`src/rtl/lamp_pkg.sv`:
```
// rtl/lamp_pkg.sv - shared state encoding and defaults for the lamp switch conditioner
package lamp_pkg;

  typedef enum logic {
    ST_STABLE   = 1'b0,
    ST_SETTLING = 1'b1
  } db_state_t;

  localparam int DB_CYCLES_DEFAULT = 4;

endpackage

```
`src/rtl/db_channel.sv`:
```
// rtl/db_channel.sv - one switch channel: 2-flop synchronizer, settle FSM and debounce counter
module db_channel
  import lamp_pkg::*;
#(
  parameter int DB_CYCLES = DB_CYCLES_DEFAULT
) (
  input  logic clk,
  input  logic rst,
  input  logic raw,
  output logic s
);

  localparam int CW = (DB_CYCLES > 1) ? $clog2(DB_CYCLES) : 1;
  localparam logic [CW-1:0] CNT_LAST = CW'(DB_CYCLES - 1);

  db_state_t     state;
  logic          sync1;
  logic          sync2;
  logic [CW-1:0] cnt;

  always_ff @(posedge clk or posedge rst) begin
    if (rst) begin
      sync1 <= 1'b0;
      sync2 <= 1'b0;
      state <= ST_STABLE;
      cnt   <= '0;
      s     <= 1'b0;
    end else begin
      sync1 <= raw;
      sync2 <= sync1;
      case (state)
        ST_STABLE: begin
          if (sync2 != s) begin
            state <= ST_SETTLING;
            cnt   <= CW'(1);
          end
        end
        ST_SETTLING: begin
          // Any sample matching the current output aborts the settle run
          if (sync2 == s) begin
            state <= ST_STABLE;
            cnt   <= '0;
          end else if (cnt == CNT_LAST) begin
            s     <= sync2;
            state <= ST_STABLE;
            cnt   <= '0;
          end else begin
            cnt <= cnt + CW'(1);
          end
        end
        default: begin
          state <= ST_STABLE;
          cnt   <= '0;
        end
      endcase
    end
  end

endmodule

```
`src/rtl/lamp_switch_cond.sv`:
```
// rtl/lamp_switch_cond.sv - three debounced wall switches plus change pulse (TGL enabled by LAMP_SWITCH_TGL_EN)
module lamp_switch_cond
  import lamp_pkg::*;
#(
  parameter int DB_CYCLES = DB_CYCLES_DEFAULT
) (
  input  logic clk,
  input  logic rst,
  input  logic SW1_RAW,
  input  logic SW2_RAW,
  input  logic SW3_RAW,
  output logic S1,
  output logic S2,
  output logic S3,
  output logic TGL
);

  db_channel #(.DB_CYCLES(DB_CYCLES)) u_ch1 (.clk(clk), .rst(rst), .raw(SW1_RAW), .s(S1));
  db_channel #(.DB_CYCLES(DB_CYCLES)) u_ch2 (.clk(clk), .rst(rst), .raw(SW2_RAW), .s(S2));
  db_channel #(.DB_CYCLES(DB_CYCLES)) u_ch3 (.clk(clk), .rst(rst), .raw(SW3_RAW), .s(S3));

`ifdef LAMP_SWITCH_TGL_EN
  logic [2:0] s_prev;

  // One pulse per edge on which any channel moved, however many moved together
  always_ff @(posedge clk or posedge rst) begin
    if (rst) begin
      s_prev <= 3'b000;
      TGL    <= 1'b0;
    end else begin
      s_prev <= {S1, S2, S3};
      TGL    <= ({S1, S2, S3} != s_prev);
    end
  end
`else
  assign TGL = 1'b0;
`endif

endmodule

```
`config.mk`:
```
export PLATFORM = sky130hd
export DESIGN_NAME = lamp_switch_cond
export DESIGN_NICKNAME = d
export VERILOG_FILES = /design/src/rtl/lamp_pkg.sv /design/src/rtl/db_channel.sv /design/src/rtl/lamp_switch_cond.sv
export SDC_FILE = /design/constraint.sdc
export NUM_CORES = 1
export LEC_CHECK = 0
export CAP_MARGIN = 20
export CORE_MARGIN = 2
export CORE_UTILIZATION = 46
export CTS_CLUSTER_DIAMETER = 120
export DETAILED_ROUTE_END_ITERATION = 10
export PLACE_DENSITY = 0.83
export SYNTH_ARGS = -nofsm -noshare
export SYNTH_HDL_FRONTEND = slang
export SYNTH_SLANG_ARGS = --single-unit
```
`constraint.sdc`:
```
create_clock -name clk -period 1 [get_ports clk]
set_input_delay 0.15 -clock clk [delete_from_list [all_inputs] [get_ports clk]]
set_output_delay 0.15 -clock clk [all_outputs]
set_load 0.05 [all_outputs]
```
# Word-level counts from Yosys, hierarchy flattened
# Cells that the tools add are included.
dict set report op_classes {
  n_bitwise 6
  n_reduce_logical 3
  eq_ne 12
  muxes 24
  add_sub_neg 3
}
# op n
set op_table {}
lappend op_table {{$mux 2} 9}
lappend op_table {{$pmux 2 s2} 3}
lappend op_table {{$mux 1} 9}
lappend op_table {{$reduce_and 3->1} 3}
lappend op_table {{$add 2x1->2 const B} 3}
lappend op_table {{$eq 2x2->1 const B} 3}
lappend op_table {{$ne 2x1->1 const B} 3}
lappend op_table {{$not 1->1} 6}
lappend op_table {{$pmux 1 s2} 3}
lappend op_table {{$eq 1x1->1} 3}
lappend op_table {{$ne 1x1->1} 3}
dict set report totals {
  word_cells 63
  ff_bits 18
}

# Longest topological paths before layout
dict set report logic_depth {
  depth_word 4
  mapped_depth 3
}

# Hierarchy
# From an unflattened synthesis, not the netlist that was laid out.
dict set report unflattened {
  cells_unflattened 53
  area_unflattened_um2 720.7
}
# mod cells_per_inst seq_area_each_um2 area_per_inst_um2 n_inst
set by_module_without_submodules {}
lappend by_module_without_submodules {db_channel 17 150.1 236.5 3}
lappend by_module_without_submodules {lamp_switch_cond 2 0.0 11.3 1}

# Worst setup path before layout
# No wires, ideal clock.
dict set report synth_path {
  path_type {register to register}
  start {register u_ch3.s}
  end {register u_ch3.cnt[1]}
  stages_incl_launch_ff 3
  setup_slack_ps -136
  path_buffers 0
  required_time_ps 921
  arrival_time_ps 1056
  path_cell_list {dfrtp_1 xor2_2 mux2i_1}
}
dict set report synth_via {
  elab_chain_len 3
  elab_cells_between_ends 5
  cone_classes {3 x eq/ne; 2 x mux}
}
# item line
set synth_rtl {}
lappend synth_rtl {{from (decl)} db_channel.sv:10} ;# output logic s
lappend synth_rtl {{from (signal assigned)} db_channel.sv:44} ;# s <= sync2;
lappend synth_rtl {{$eq 1x1->1} db_channel.sv:40} ;# if (sync2 == s) begin
lappend synth_rtl {{$mux 2} db_channel.sv:40}
lappend synth_rtl {{$pmux 2 s2} db_channel.sv:31} ;# case (state)
lappend synth_rtl {{to (signal assigned)} db_channel.sv:48} ;# cnt <= cnt + CW'(1);
lappend synth_rtl {{to (decl)} db_channel.sv:19} ;# logic [CW-1:0] cnt;
# Several ways; a longest one is shown, not always the timed one.
# A chain may end at the register's enable or synchronous reset.

# Worst setup path in the final report
dict set report layout_path {
  start {register u_ch1.s}
  end {output port S1}
}
# item line
set layout_rtl {}
lappend layout_rtl {{from (decl)} db_channel.sv:10}
lappend layout_rtl {{from (signal assigned)} db_channel.sv:44}
lappend layout_rtl {{to (decl)} lamp_switch_cond.sv:12} ;# output logic S1,
# No word-level cell between the ends.

==> out/summary.txt <==
Final setup vio count -> 7
Layout cells sized above 1 -> 45.5%
Fill cells -> 110
Core area -> 0.00147 mm2
Initial Utilization -> 48.5%
TritonCTS buffer count -> 3
Failing checks -> negative setup slack
CTS tree -> done
R2R cell count -> 3
Vias -> 406
Seq/Total Area, Yosys -> 63.2%
Max Fclk -> 931 MHz
CP top delay family -> flip-flops
IO Port Bufs -> 7
Avg WL per Cell -> 13.8 um
Skew-Pair Late Insertion Delay -> 0.29 ns
First-pass DRT Iterations -> 2
Max-cap violation count -> 0
Clk_skew -> 0.00763 ns
Multi-input gate area -> 332 um2
Hold WC Path Type -> in2async
Total track usage -> 15.3%
Row count -> 14
Total Wirelength -> 1130 um
Syn Inst Count -> 51
Root Driver -> clkbuf_4
Crit share post-route -> 107%
Critical path required time -> 0.85 ns
Synthesized Nets -> 59
Worst path cell trace -> buf_12
ANT nets after route -> 0
RSZ-0062 raised after global routing -> yes
DP HPWL -> 748 um
Gpl congestion -> 0.642
Status -> finished with violations
Minimum clock period -> 1.07 ns
Fin. Hold Viols -> 0
Count of cell types in the netlist -> 13
Worst vdd ir -> 1570 uV
Ports -> 9
Overall power -> 3.17 mW
Post-synthesis register bit count -> 18
Total grt overflow -> 0
First-pass GRT wire length -> 2040 um
Buf+Inv Stages, Crit Path -> 1
Leak -> 0.443 nW
Fin Hold WS -> 0.155 ns
Number of global-route vias before repair -> 427
Post-Syn Area per Cell -> 14.0 um2
Crit Path Class -> reg2out
CTS sink count -> 18
Largest net degree at the start of global routing -> 19
Critical path launch point type -> flop
Antenna cells -> 0
Storage element area -> 455 um2
Die Y -> 43.4 um
PnR worst setup slack -> -0.0747 ns
Slowest stage delay, CP -> 0.47 ns
Clock-pin slew on the worst setup and hold paths -> 0.10 ns
H-tree level count -> 1
1st-iter DRT viols -> 3
Worst setup EP type -> output pin
DR vias/cell -> 4.95
Synthesis warning total -> 0
Nets -> 75
Slowest-stage cell, CP -> dfrtp_2
CTS max path bufs -> 2
DRC -> 0
Cell Pwr Density -> 3160 mW/mm2
Slew Viols, Final -> 0
Antenna violations before repair -> 0
Die width -> 43.4 um
Cell area after synthesis -> 713 um2
Critical path data arrival time -> 0.92 ns
Critical path peak fanout -> 3
Die area -> 0.00188 mm2
Core Util, Final -> 68.0%
Layout area overhead -> 40.4%
Crit path depth -> 1
-- state kept, by name, summed over array words and instances, names as in the netlist --
| name | count |
|---|---|
| u_ch1.cnt | 2 |
| u_ch1.s | 1 |
| u_ch1.state | 1 |
| u_ch1.sync1 | 1 |
| u_ch1.sync2 | 1 |
| u_ch2.cnt | 2 |
| u_ch2.s | 1 |
| u_ch2.state | 1 |
| u_ch2.sync1 | 1 |
| u_ch2.sync2 | 1 |
| u_ch3.cnt | 2 |
| u_ch3.s | 1 |
| u_ch3.state | 1 |
| u_ch3.sync1 | 1 |
| u_ch3.sync2 | 1 |
-- stage by stage --
stage          cell area (um2)  setup TNS [ns]  std cells  worst slack, ns
2_1_floorplan              743         -0.0376         51          -0.0126
3_3_place_gp               883         -0.0701         75          -0.0247
3_5_place_dp               883          -0.144         75          -0.0607
4_1_cts                    957          -0.371         82          -0.0715
5_1_grt                   1000          -0.641         82           -0.111
6_report                  1000          -0.372         82          -0.0747
-- worst paths after layout --
| path | startpoint | to | slack (ns) |
|---|---|---|---|
| setup / recovery | u_ch1.s | S1 | -0.07 |
| max in group asynchronous | rst | u_ch1.s | 0.70 |
| min in group clk | SW3_RAW | u_ch3.sync1 | 0.29 |
| setup reg to reg | u_ch3.cnt[0] | u_ch3.s | -0.07 |
| hold / removal | rst | u_ch3.sync2 | 0.15 |
| hold reg to reg | u_ch3.sync1 | u_ch3.sync2 | 0.36 |
-- timing repair --
item,in CTS,in global routing
setup endpoints to repair,8,13
hold buffers,0,0
pin swaps,2,1
setup buffers,3,0
resized for setup,3,8
hold endpoints to repair,0,0
-- final cells by class --
type                            instances  area share (%)
Tap cell                               16            2.00
Timing Repair Buffer                   12            15.4
Multi-Input combinational cell         31            33.1
Inverter                                1           0.375
Sequential cell                        18            45.5
Clock buffer                            4            3.62
-- cell usage in the layout (no fill, tap or decap), types with 2 or more instances in the layout --
cell type	n
dfrtp_2	4
dfrtp_1	14
nand2_1	2
buf_4	3
ha_4	2
o21a_1	3
mux2i_1	3
clkbuf_4	3
buf_12	4
and2_1	3
nand2b_1	3
xor2_4	2
nand2_2	3
clkdlybuf4s50_1	4
mux2_4	3
-- per-layer routing --
layer | wire length (um) | track usage [%]
met1 | 538 | 22.5
met4 | 0 | 7.27
met3 | 40 | 2.50
met2 | 550 | 22.4
met5 | 0 | 0
-- worst min-delay path, delay by kind of cell --
kind	cells	cell delay, ns
buffers and inverters	3	0.64
-- synth_stat cells --
cell type / n / share of area (%)
dfrtp_1: 18 / 63
buf_4: 1 / 1.1
xor2_2: 3 / 6.8
o21a_1: 3 / 3.2
mux2_2: 3 / 4.7
nand2_1: 6 / 3.2
o21ai_0: 3 / 2.1
mux2i_1: 3 / 4.2
ha_1: 3 / 5.3
conb_1: 1 / 0.53
nand2b_1: 3 / 2.6
inv_1: 1 / 0.53
and2_1: 3 / 2.6
-- power by group --
group	leakage, nW	total (mW)	switching [mW]	internal, mW
clock	0.0210	0.438	0.217	0.222
combinational	0.211	1.44	0.623	0.822
sequential	0.211	1.28	0.304	0.980
total	0.443	3.17	1.14	2.02
-- cell families (layout without fill, tap and decap cells) --
group	Yosys count	count (layout)	synth area share (%)
DFF	18	18	63.2
and+or+nand+nor	12	12	8.42
buffers and inverters	2	17	1.58
xor gates and xnor gates	3	3	6.84
AOI/OAI and AO/OA	6	6	5.26
adders and majority gates	3	3	5.26
other	1	1	0.526
muxes	6	6	8.95
No activity file was read; power rests on OpenSTA's default activity.
